## src/rtl/alu_arbiter_pkg.sv

```systemverilog
// alu_arbiter_pkg: shared widths, RISC-V major opcodes and ALU operation
// encodings for the ALU arbiter and its operand selector.
//   XLEN_DEF  default datapath width
//   OPW_DEF   default ALU operation select width
//   OPC_W     RISC-V major opcode width
package alu_arbiter_pkg;

    localparam int unsigned XLEN_DEF = 32;
    localparam int unsigned OPW_DEF  = 4;
    localparam int unsigned OPC_W    = 7;

    // Major opcodes that route real operands to the ALU
    localparam logic [OPC_W-1:0] RISCV_AUIPC       = 7'b0010111;
    localparam logic [OPC_W-1:0] RISCV_ALU_OP_REGS = 7'b0110011;
    localparam logic [OPC_W-1:0] RISCV_ALU_OP_IMM  = 7'b0010011;

    // ALU operation encodings driven on alu_op
    typedef enum logic [3:0] {
        ALU_ADD  = 4'd0,
        ALU_SUB  = 4'd1,
        ALU_SLL  = 4'd2,
        ALU_SLT  = 4'd3,
        ALU_SLTU = 4'd4,
        ALU_XOR  = 4'd5,
        ALU_SRL  = 4'd6,
        ALU_SRA  = 4'd7,
        ALU_OR   = 4'd8,
        ALU_AND  = 4'd9
    } alu_op_e;

endpackage

```

## src/rtl/alu_operand_select.sv

```systemverilog
// alu_operand_select: picks the two ALU operands from an instruction's fields
// according to its RISC-V major opcode. Purely combinational.
//   opcode_i          major opcode
//   rs1_i, rs2_i      register operands
//   pc_i, imm_i       instruction pc and sign-extended immediate
//   in1_c_o, in2_c_o  selected ALU operands (zero for non-ALU opcodes)
module alu_operand_select
    import alu_arbiter_pkg::*;
#(
    parameter int unsigned XLEN = XLEN_DEF
) (
    input  logic [OPC_W-1:0] opcode_i,
    input  logic [XLEN-1:0]  rs1_i,
    input  logic [XLEN-1:0]  rs2_i,
    input  logic [XLEN-1:0]  pc_i,
    input  logic [XLEN-1:0]  imm_i,
    output logic [XLEN-1:0]  in1_c_o,
    output logic [XLEN-1:0]  in2_c_o
);

    // Opcode-driven operand mux
    always_comb begin
        in1_c_o = '0;
        in2_c_o = '0;
        case (opcode_i)
            RISCV_AUIPC: begin
                in1_c_o = pc_i;
                in2_c_o = imm_i;
            end
            RISCV_ALU_OP_REGS: begin
                in1_c_o = rs1_i;
                in2_c_o = rs2_i;
            end
            RISCV_ALU_OP_IMM: begin
                in1_c_o = rs1_i;
                in2_c_o = imm_i;
            end
            default: begin
                in1_c_o = '0;
                in2_c_o = '0;
            end
        endcase
    end

endmodule

```

## src/rtl/alu_arbiter.sv

```systemverilog
// alu_arbiter: shares one combinational ALU between the execute stage (req 0)
// and the address/aux unit (req 1). Round-robin grant, one op per cycle, and a
// registered per-requester response slot with valid/ready handshake.
// Optional build macro ALU_ARB_STATS_EN adds grant/conflict counters.
//   clk, reset              clock, synchronous active-high reset
//   req_valid / req_ready   per-requester request handshake (ready = grant)
//   req_opcode..req_imm     per-requester instruction fields
//   alu_in1/alu_in2/alu_op  operands and op to the shared ALU
//   alu_result              combinational ALU result
//   rsp_valid/rsp_ready     per-requester response handshake
//   rsp_data                registered result per requester
//   grant_cnt0/1, conflict_cnt  (ALU_ARB_STATS_EN only) wrapping counters
module alu_arbiter
    import alu_arbiter_pkg::*;
#(
    parameter int unsigned XLEN = XLEN_DEF,
    parameter int unsigned OPW  = OPW_DEF
) (
    input  logic                       clk,
    input  logic                       reset,
    input  logic [1:0]                 req_valid,
    output logic [1:0]                 req_ready,
    input  logic [1:0][OPC_W-1:0]      req_opcode,
    input  logic [1:0][OPW-1:0]        req_alu_op,
    input  logic [1:0][XLEN-1:0]       req_rs1,
    input  logic [1:0][XLEN-1:0]       req_rs2,
    input  logic [1:0][XLEN-1:0]       req_pc,
    input  logic [1:0][XLEN-1:0]       req_imm,
    output logic [XLEN-1:0]            alu_in1,
    output logic [XLEN-1:0]            alu_in2,
    output logic [OPW-1:0]             alu_op,
    input  logic [XLEN-1:0]            alu_result,
    output logic [1:0]                 rsp_valid,
    input  logic [1:0]                 rsp_ready,
`ifdef ALU_ARB_STATS_EN
    output logic [31:0]                grant_cnt0,
    output logic [31:0]                grant_cnt1,
    output logic [31:0]                conflict_cnt,
`endif
    output logic [1:0][XLEN-1:0]       rsp_data
);

    logic [1:0]            rsp_valid_q, rsp_valid_d;
    logic [1:0][XLEN-1:0]  rsp_data_q,  rsp_data_d;
    logic                  rr_ptr_q,    rr_ptr_d;

    logic [1:0]            eligible_c;
    logic [1:0]            grant_c;
    logic                  gnt_any_c;
    logic                  gnt_idx_c;
    logic [XLEN-1:0]       opsel_in1_c, opsel_in2_c;

    // Arbitration: a requester competes only if its slot is free or draining
    always_comb begin
        eligible_c = req_valid & (~rsp_valid_q | rsp_ready);
        grant_c    = 2'b00;
        if (!reset) begin
            if (&eligible_c) begin
                grant_c = rr_ptr_q ? 2'b10 : 2'b01;
            end else begin
                grant_c = eligible_c;
            end
        end
        // Priority moves to the side that was not just served
        rr_ptr_d = rr_ptr_q;
        if (grant_c[0]) begin
            rr_ptr_d = 1'b1;
        end else if (grant_c[1]) begin
            rr_ptr_d = 1'b0;
        end
    end

    assign gnt_any_c = |grant_c;
    assign gnt_idx_c = grant_c[1];
    assign req_ready = grant_c;

    // Operand select on the granted requester's fields
    alu_operand_select #(
        .XLEN (XLEN)
    ) u_operand_select (
        .opcode_i (req_opcode[gnt_idx_c]),
        .rs1_i    (req_rs1[gnt_idx_c]),
        .rs2_i    (req_rs2[gnt_idx_c]),
        .pc_i     (req_pc[gnt_idx_c]),
        .imm_i    (req_imm[gnt_idx_c]),
        .in1_c_o  (opsel_in1_c),
        .in2_c_o  (opsel_in2_c)
    );

    assign alu_in1 = gnt_any_c ? opsel_in1_c : '0;
    assign alu_in2 = gnt_any_c ? opsel_in2_c : '0;
    assign alu_op  = gnt_any_c ? req_alu_op[gnt_idx_c] : '0;

    // Response slots: a new grant wins over a same-cycle drain
    always_comb begin
        rsp_valid_d = rsp_valid_q;
        rsp_data_d  = rsp_data_q;
        for (int i = 0; i < 2; i++) begin
            if (grant_c[i]) begin
                rsp_valid_d[i] = 1'b1;
                rsp_data_d[i]  = alu_result;
            end else if (rsp_valid_q[i] && rsp_ready[i]) begin
                rsp_valid_d[i] = 1'b0;
            end
        end
    end

    always_ff @(posedge clk) begin
        if (reset) begin
            rsp_valid_q <= '0;
            rsp_data_q  <= '0;
            rr_ptr_q    <= 1'b0;
        end else begin
            rsp_valid_q <= rsp_valid_d;
            rsp_data_q  <= rsp_data_d;
            rr_ptr_q    <= rr_ptr_d;
        end
    end

    assign rsp_valid = rsp_valid_q;
    assign rsp_data  = rsp_data_q;

`ifdef ALU_ARB_STATS_EN
    logic [31:0] grant_cnt0_q, grant_cnt1_q, conflict_cnt_q;
    logic        conflict_c;

    // Contention: both asked and exactly one was served
    assign conflict_c = (&req_valid) & gnt_any_c;

    always_ff @(posedge clk) begin
        if (reset) begin
            grant_cnt0_q   <= '0;
            grant_cnt1_q   <= '0;
            conflict_cnt_q <= '0;
        end else begin
            if (grant_c[0]) grant_cnt0_q   <= grant_cnt0_q   + 32'd1;
            if (grant_c[1]) grant_cnt1_q   <= grant_cnt1_q   + 32'd1;
            if (conflict_c) conflict_cnt_q <= conflict_cnt_q + 32'd1;
        end
    end

    assign grant_cnt0   = grant_cnt0_q;
    assign grant_cnt1   = grant_cnt1_q;
    assign conflict_cnt = conflict_cnt_q;
`endif

endmodule

```

## config.mk

```make
export PLATFORM = sky130hd
export DESIGN_NAME = alu_arbiter
export DESIGN_NICKNAME = d
export VERILOG_FILES = /design/src/rtl/alu_arbiter_pkg.sv /design/src/rtl/alu_operand_select.sv /design/src/rtl/alu_arbiter.sv
export SDC_FILE = /design/constraint.sdc
export NUM_CORES = 1
export LEC_CHECK = 0
export CORE_AREA = 2 2 178 180
export DETAILED_ROUTE_END_ITERATION = 6
export DIE_AREA = 0 0 180 182
export PLACE_DENSITY = 0.58
export SLEW_MARGIN = 40
export SYNTH_ARGS = -nofsm -noshare
export SYNTH_HDL_FRONTEND = slang
export SYNTH_SLANG_ARGS = --single-unit
```

## constraint.sdc

```tcl
create_clock -name clk -period 2.6 [get_ports clk]
set_clock_uncertainty 0.1 [all_clocks]
set_input_delay 0.39 -clock clk [delete_from_list [all_inputs] [get_ports clk]]
set_output_delay 0.39 -clock clk [all_outputs]
set_load 0.005 [all_outputs]
```

==> After elaboration in Yosys (flattened, before gate mapping) <==
Cells that the tools add are included.
{ "word_totals": {"regBits": 67, "in_bits": 316, "output_inout_bits": 136} }
{ "op_classes": {"order_cmp": 1, "eq_ne": 3, "n_mux": 26, "bitwise_logic": 3, "reduce_logical": 9} }
{ "op_table": {"columns": ["op", "n"], "rows": [
  ["$mux W32", 10],
  ["$pmux W32 S2", 2],
  ["$eq A7 B5 Y1 const B", 2],
  ["$mux W7", 2],
  ["$mux W4", 3],
  ["$eq A7 B6 Y1 const B", 1],
  ["$mux W1", 6],
  ["$mux W2", 3],
  ["$reduce_bool A2 Y1", 3],
  ["$reduce_or A2 Y1", 3],
  ["$and A2 B2 Y2", 1],
  ["$logic_and A1 B1 Y1", 2],
  ["$lt A1 B2 Y1 const B", 1],
  ["$not A2 Y2", 1],
  ["$or A2 B2 Y2", 1],
  ["$reduce_and A2 Y1", 1]
]} }

==> Longest topological paths before layout <==
Gate-level depths: netlist of the first run.
{ "depth": {"depth_word": 12, "mapped_depth": 9, "depth_no_buf": 6} }

==> Modules after synthesis <==
Synthesis of the first run repeated with hierarchy kept, for this count alone.
{ "unflattened": {"hier_cells": 715, "area_unflattened_um2": 6673.9} }
{ "by_module_without_submodules": {"columns": ["module", "instances", "cells_each", "area_per_inst_um2", "seq_area_each_um2"], "rows": [
  ["alu_arbiter", 1, 488, 4753.3, 1341.3],
  ["alu_operand_select", 1, 227, 1920.6, 0.0]
]} }

==> Worst setup path after synthesis of the first run <==
OpenSTA, ideal clock, no wires.
{ "synth_timing": {"path_kind": "input-to-output", "startpoint": "input req_opcode[3] (netlist bit)", "endpoint": "output alu_in2[12]", "t_arrival_ns": 1.896, "t_required_ns": 2.110, "slack_ns": 0.214, "stages": 6, "path_buffers": 1, "cell_sequence": "and3b_1 -> nand3b_1 -> a2111oi_4 -> buf_6 -> a2bb2o_4 -> a221oi_2"} }
{ "synth_via": {"elab_chain_len": 6, "word_cells_on_any_way": 8} }
{ "synth_rtl": {"columns": ["element", "line", "source"], "rows": [
  ["start, declared", "alu_arbiter.sv:23", "input logic [1:0][OPC_W-1:0] req_opcode,"],
  ["$mux W7 (not written as such) (*) (2 in a row)", "alu_arbiter.sv:81", ".opcode_i (req_opcode[gnt_idx_c]),"],
  ["$eq A7 B5 Y1", "alu_operand_select.sv:25", "case (opcode_i)"],
  ["$reduce_or A2 Y1 (no line)", null, null],
  ["$pmux W32 S2 (*)", "alu_operand_select.sv:25", null],
  ["$mux W32 (*)", "alu_arbiter.sv:91", "assign alu_in2 = gnt_any_c ? opsel_in2_c : '0;"],
  ["end, declared", "alu_arbiter.sv:30", "output logic [XLEN-1:0] alu_in2,"]
]} }
Mark *: on every way between the ends. The rest lies on a longest branch, timed or not. The select of a mux whose other input is x is not followed.

==> Worst setup path in the final report of the first run <==
{ "layout_timing": {"startpoint": "register rsp_valid_q[1] (netlist: rsp_valid[1])", "endpoint": "output alu_in2[29]"} }
{ "layout_via": {"elab_chain_len": 12, "word_cells_on_any_way": 19} }
{ "layout_rtl": {"columns": ["element", "line", "source"], "rows": [
  ["start, declared", "alu_arbiter.sv:43", "logic [1:0] rsp_valid_q, rsp_valid_d;"],
  ["start signal, assigned", "alu_arbiter.sv:114", "rsp_valid_q <= rsp_valid_d;"],
  ["$not A2 Y2 (*)", "alu_arbiter.sv:55", "eligible_c = req_valid & (~rsp_valid_q | rsp_ready);"],
  ["$or A2 B2 Y2 (*)", "alu_arbiter.sv:55", null],
  ["$and A2 B2 Y2 (*)", "alu_arbiter.sv:55", null],
  ["$reduce_and A2 Y1", "alu_arbiter.sv:58", "if (&eligible_c) begin"],
  ["$mux W2 (*)", "alu_arbiter.sv:58", null],
  ["$mux W2 (*)", "alu_arbiter.sv:57", "if (!reset) begin"],
  ["$mux W7 (not written as such) (2 in a row)", "alu_arbiter.sv:81", null],
  ["$eq A7 B5 Y1", "alu_operand_select.sv:25", null],
  ["$reduce_or A2 Y1 (no line)", null, null],
  ["$pmux W32 S2", "alu_operand_select.sv:25", null],
  ["$mux W32 (*)", "alu_arbiter.sv:91", null]
]} }
Marked as above.

==> impl_metrics.env, run 1 <==
export IMPL_clock_path_buffers=2
export IMPL_hold_path_class="reg2reg"
export IMPL_async_flop_share=0
export IMPL_fmax_mhz=339
export IMPL_synth_top_family_by_area="compound AO/OA/AOI/OAI gates"
export IMPL_syn_to_final_growth_pct=139
export IMPL_grt_ovfl_total=0
export IMPL_yosysTopAreaCellShare=0.235
export IMPL_yosysWarnings=0
export IMPL_vias=8277
export IMPL_post_place_ws_ps=-1230
export IMPL_synth_compound_area_frac=0.459
export IMPL_drc=0
export IMPL_synth_ff_type="dfxtp_1"
export IMPL_clk_latency_ps=330
export IMPL_cp_arrival_ps=2460
export IMPL_synth_cells=720
export IMPL_ys_top_cells_by_count="nand2_1 (109), o21ai_0 (98), dfxtp_1 (67), nand3_1 (66), a22oi_1 (64)"
export IMPL_crit_required_ps=2110
export IMPL_hold_viol_final=0
export IMPL_io_buffers=451
export IMPL_end_kind="primary output"
export IMPL_rrSetupSlack_ps=300
export IMPL_synthAdderAreaFrac=0
export IMPL_holdWs_ps=371
export IMPL_grt_pass1_wl_um=53700
export IMPL_wl_per_cell_um=22.0
export IMPL_slew_viol_final=0
export IMPL_synth_edf_count=0
export IMPL_cap_violations=0
export IMPL_place_inst=1567
export IMPL_violations="setup timing"
export IMPL_powerDensity_nw_per_um2=290
export IMPL_worstMarginPinSlew_ps=582
export IMPL_rows=65
export IMPL_period_share=1.13
export IMPL_cts_root_buf="clkbuf_16"
export IMPL_critPathKind="reg2out"
export IMPL_utilization=0.442
export IMPL_ir_drop_v=0.000315
export IMPL_grt_pass1_vias=8297
export IMPL_worst_slack_ps=-349
export IMPL_place_hpwl_um=24700
export IMPL_cts_tree="yes"
export IMPL_grt_max_degree=69
export IMPL_cpPeakStageDelay_ps=380
export IMPL_ant_nets=0
export IMPL_synthXorXnorAreaFrac=0
export IMPL_muxShareOfSynthArea=0
export IMPL_io_pins=452
export IMPL_finalNetCount=1611
export IMPL_initial_utilization=0.185
export IMPL_cp_start_kind="flop"
export IMPL_syn_nets=1036
export IMPL_drt_wl_total_um=37400
export IMPL_final_layout_size_suffix_gt1_frac=0.368
export IMPL_status="complete, but fails checks"
export IMPL_track_usage=0.212
export IMPL_layoutNonFillerInstCount=1703
export IMPL_syn_avg_cell_area_sq_um=7.94
export IMPL_dieArea_sq_um=32800
export IMPL_first_pass_iters=4
export IMPL_synth_seq_area_share=0.235
export IMPL_relSlewSlack=0.612
export IMPL_coreArea_sq_um=31000
export IMPL_yosysUniqueCellTypes=33
export IMPL_first_iter_violations=410
export IMPL_h_tree_depth=3
export IMPL_rsz0062_at_grt="true"
export IMPL_ctsHoldBuffers=0
export IMPL_setup_violations=68
export IMPL_synth_largest_area_cell="dfxtp_1"
export IMPL_synth_simple_gate_area_frac=0.238
export IMPL_timing_critical_path_mode_cell="buf_6"
export IMPL_fp_dieW_um=180
export IMPL_antenna_found_initial=1
export IMPL_post_route_min_period_ps=2950
export IMPL_cp_max_fo=5
export IMPL_synth_area_sq_um=5720
export IMPL_path_cells="nand2b_4, and3b_2, a2111oi_4, buf_6, buf_6, buf_12, buf_8, a2bb2o_4, a221oi_2, buf_2"
export IMPL_cts_buffers=9
export IMPL_avgViaCountPerCell=4.86
export IMPL_yosysMostFrequentCell="nand2_1"
export IMPL_cp_slowest_cell="a2111oi_4"
export IMPL_ys_ff_latch=67
export IMPL_fillCellCount=2993
export IMPL_clock_sinks=67
export IMPL_die_h_um=182
export IMPL_p_leak_nw=5.16
export IMPL_synthTopCellsByArea="dfxtp_1 (23%), a2bb2o_4 (11%), o21ai_0 (8.6%)"
export IMPL_clkSlewWorstSetupHoldPaths_ps=60
export IMPL_finalWeightedCongestion=0.884
==> per-stage QoR <==
step	area (sq um)	power (mW)	TNS, ps
final	13700	3.97	-14990
after global routing	13700	4.15	-21630
after CTS	13200	3.94	-18340
after detailed placement	11300	2.41	-80150
after global placement	11300	2.40	-79920
after floorplan	5720	1.50	0
==> power breakdown <==
group,total (mW),switching (mW),leakage [nW],internal [mW]
Clock,1.34,0.473,0.155,0.865
Sequential,1.15,0.0445,0.552,1.11
Combinational,1.47,0.577,4.46,0.898
==> sequential cells by signal, summed over array words and instances, names as in the netlist <==
register   count
rsp_data      64
rr_ptr_q       1
rsp_valid      2
==> layout by cell type (no fill, tap or decap), types with 29 or more instances in the layout <==
cell / synthesis / routed
buf_4: 1 / 86
buf_12: 0 / 29
buf_2: 14 / 67
o21ai_0: 98 / 97
buf_6: 4 / 54
a22oi_1: 64 / 38
clkdlybuf4s50_1: 0 / 364
a2bb2o_4: 30 / 57
a221oi_2: 30 / 30
nand3b_1: 34 / 34
a21oi_2: 0 / 31
nand2b_1: 33 / 32
nand2_1: 109 / 105
nand3_1: 66 / 60
dfxtp_1: 67 / 65
==> final timing paths <==
path	from	to	depth (start not counted)
setup / recovery	rsp_valid[1]	alu_in2[29]	10
hold / removal	rsp_data[21]	rsp_data[21]	2
setup reg to reg	rsp_valid[1]	rsp_data[0]	11
hold reg to reg	rsp_data[21]	rsp_data[21]	2
==> layer usage <==
layer  part of all wire  vias up  routed length, um  global-route usage
li1                   -     3868                  -                   -
met1               0.41     3926              15400               0.266
met2               0.49      423              18200               0.366
met3              0.076       60               2860              0.0529
met4              0.023        0                867              0.0488
met5                  0        -                  0                   0
==> final cells by class <==
type	count	area [sq um]	share of cell area
timing repair buffer	652	6720	0.491
clock buffer	10	239	0.0175
sequential	67	1340	0.0982
multi-input combinational	563	4770	0.349
tap	402	503	0.0368
inverter	2	12.5	0.000914
antenna	1	2.50	0.000183
clock inverter	6	88.8	0.00649
==> worst max-delay path: cells and delay by family (launching register included) <==
family | cells | cell delay [ps]
AO/OA/AOI/OAI | 3 | 820
buffers and inverters | 5 | 610
flip-flops | 1 | 350
AND/OR/NAND/NOR | 2 | 340
==> logic make-up (layout without fill, tap and decap cells) <==
group,after synthesis,after routing
AOI/OAI and AO/OA,300,300
and+or+nand+nor,263,263
buffers and inverters,90,670
DFF,67,67
other,0,1
==> what timing repair did <==
item | in CTS | in global routing
gates cloned | 20 | 4
pin swaps | 56 | 68
endpoints found under the setup margin | 95 | 103
buffers inserted | 77 | 39
resized for setup | 448 | 137
Power figures use the tool's default switching activity.
==> run 2, diff against run 1 <==
--- a/config.mk
+++ b/config.mk
@@ -9,6 +9,7 @@
 export DETAILED_ROUTE_END_ITERATION = 6
 export DIE_AREA = 0 0 180 182
 export PLACE_DENSITY = 0.58
+export RECOVER_POWER = 50
 export SLEW_MARGIN = 40
 export SYNTH_ARGS = -nofsm -noshare
 export SYNTH_HDL_FRONTEND = slang
==> results of run 2 <==
The final DEF is identical to that of run 1; final timing and power are the same.
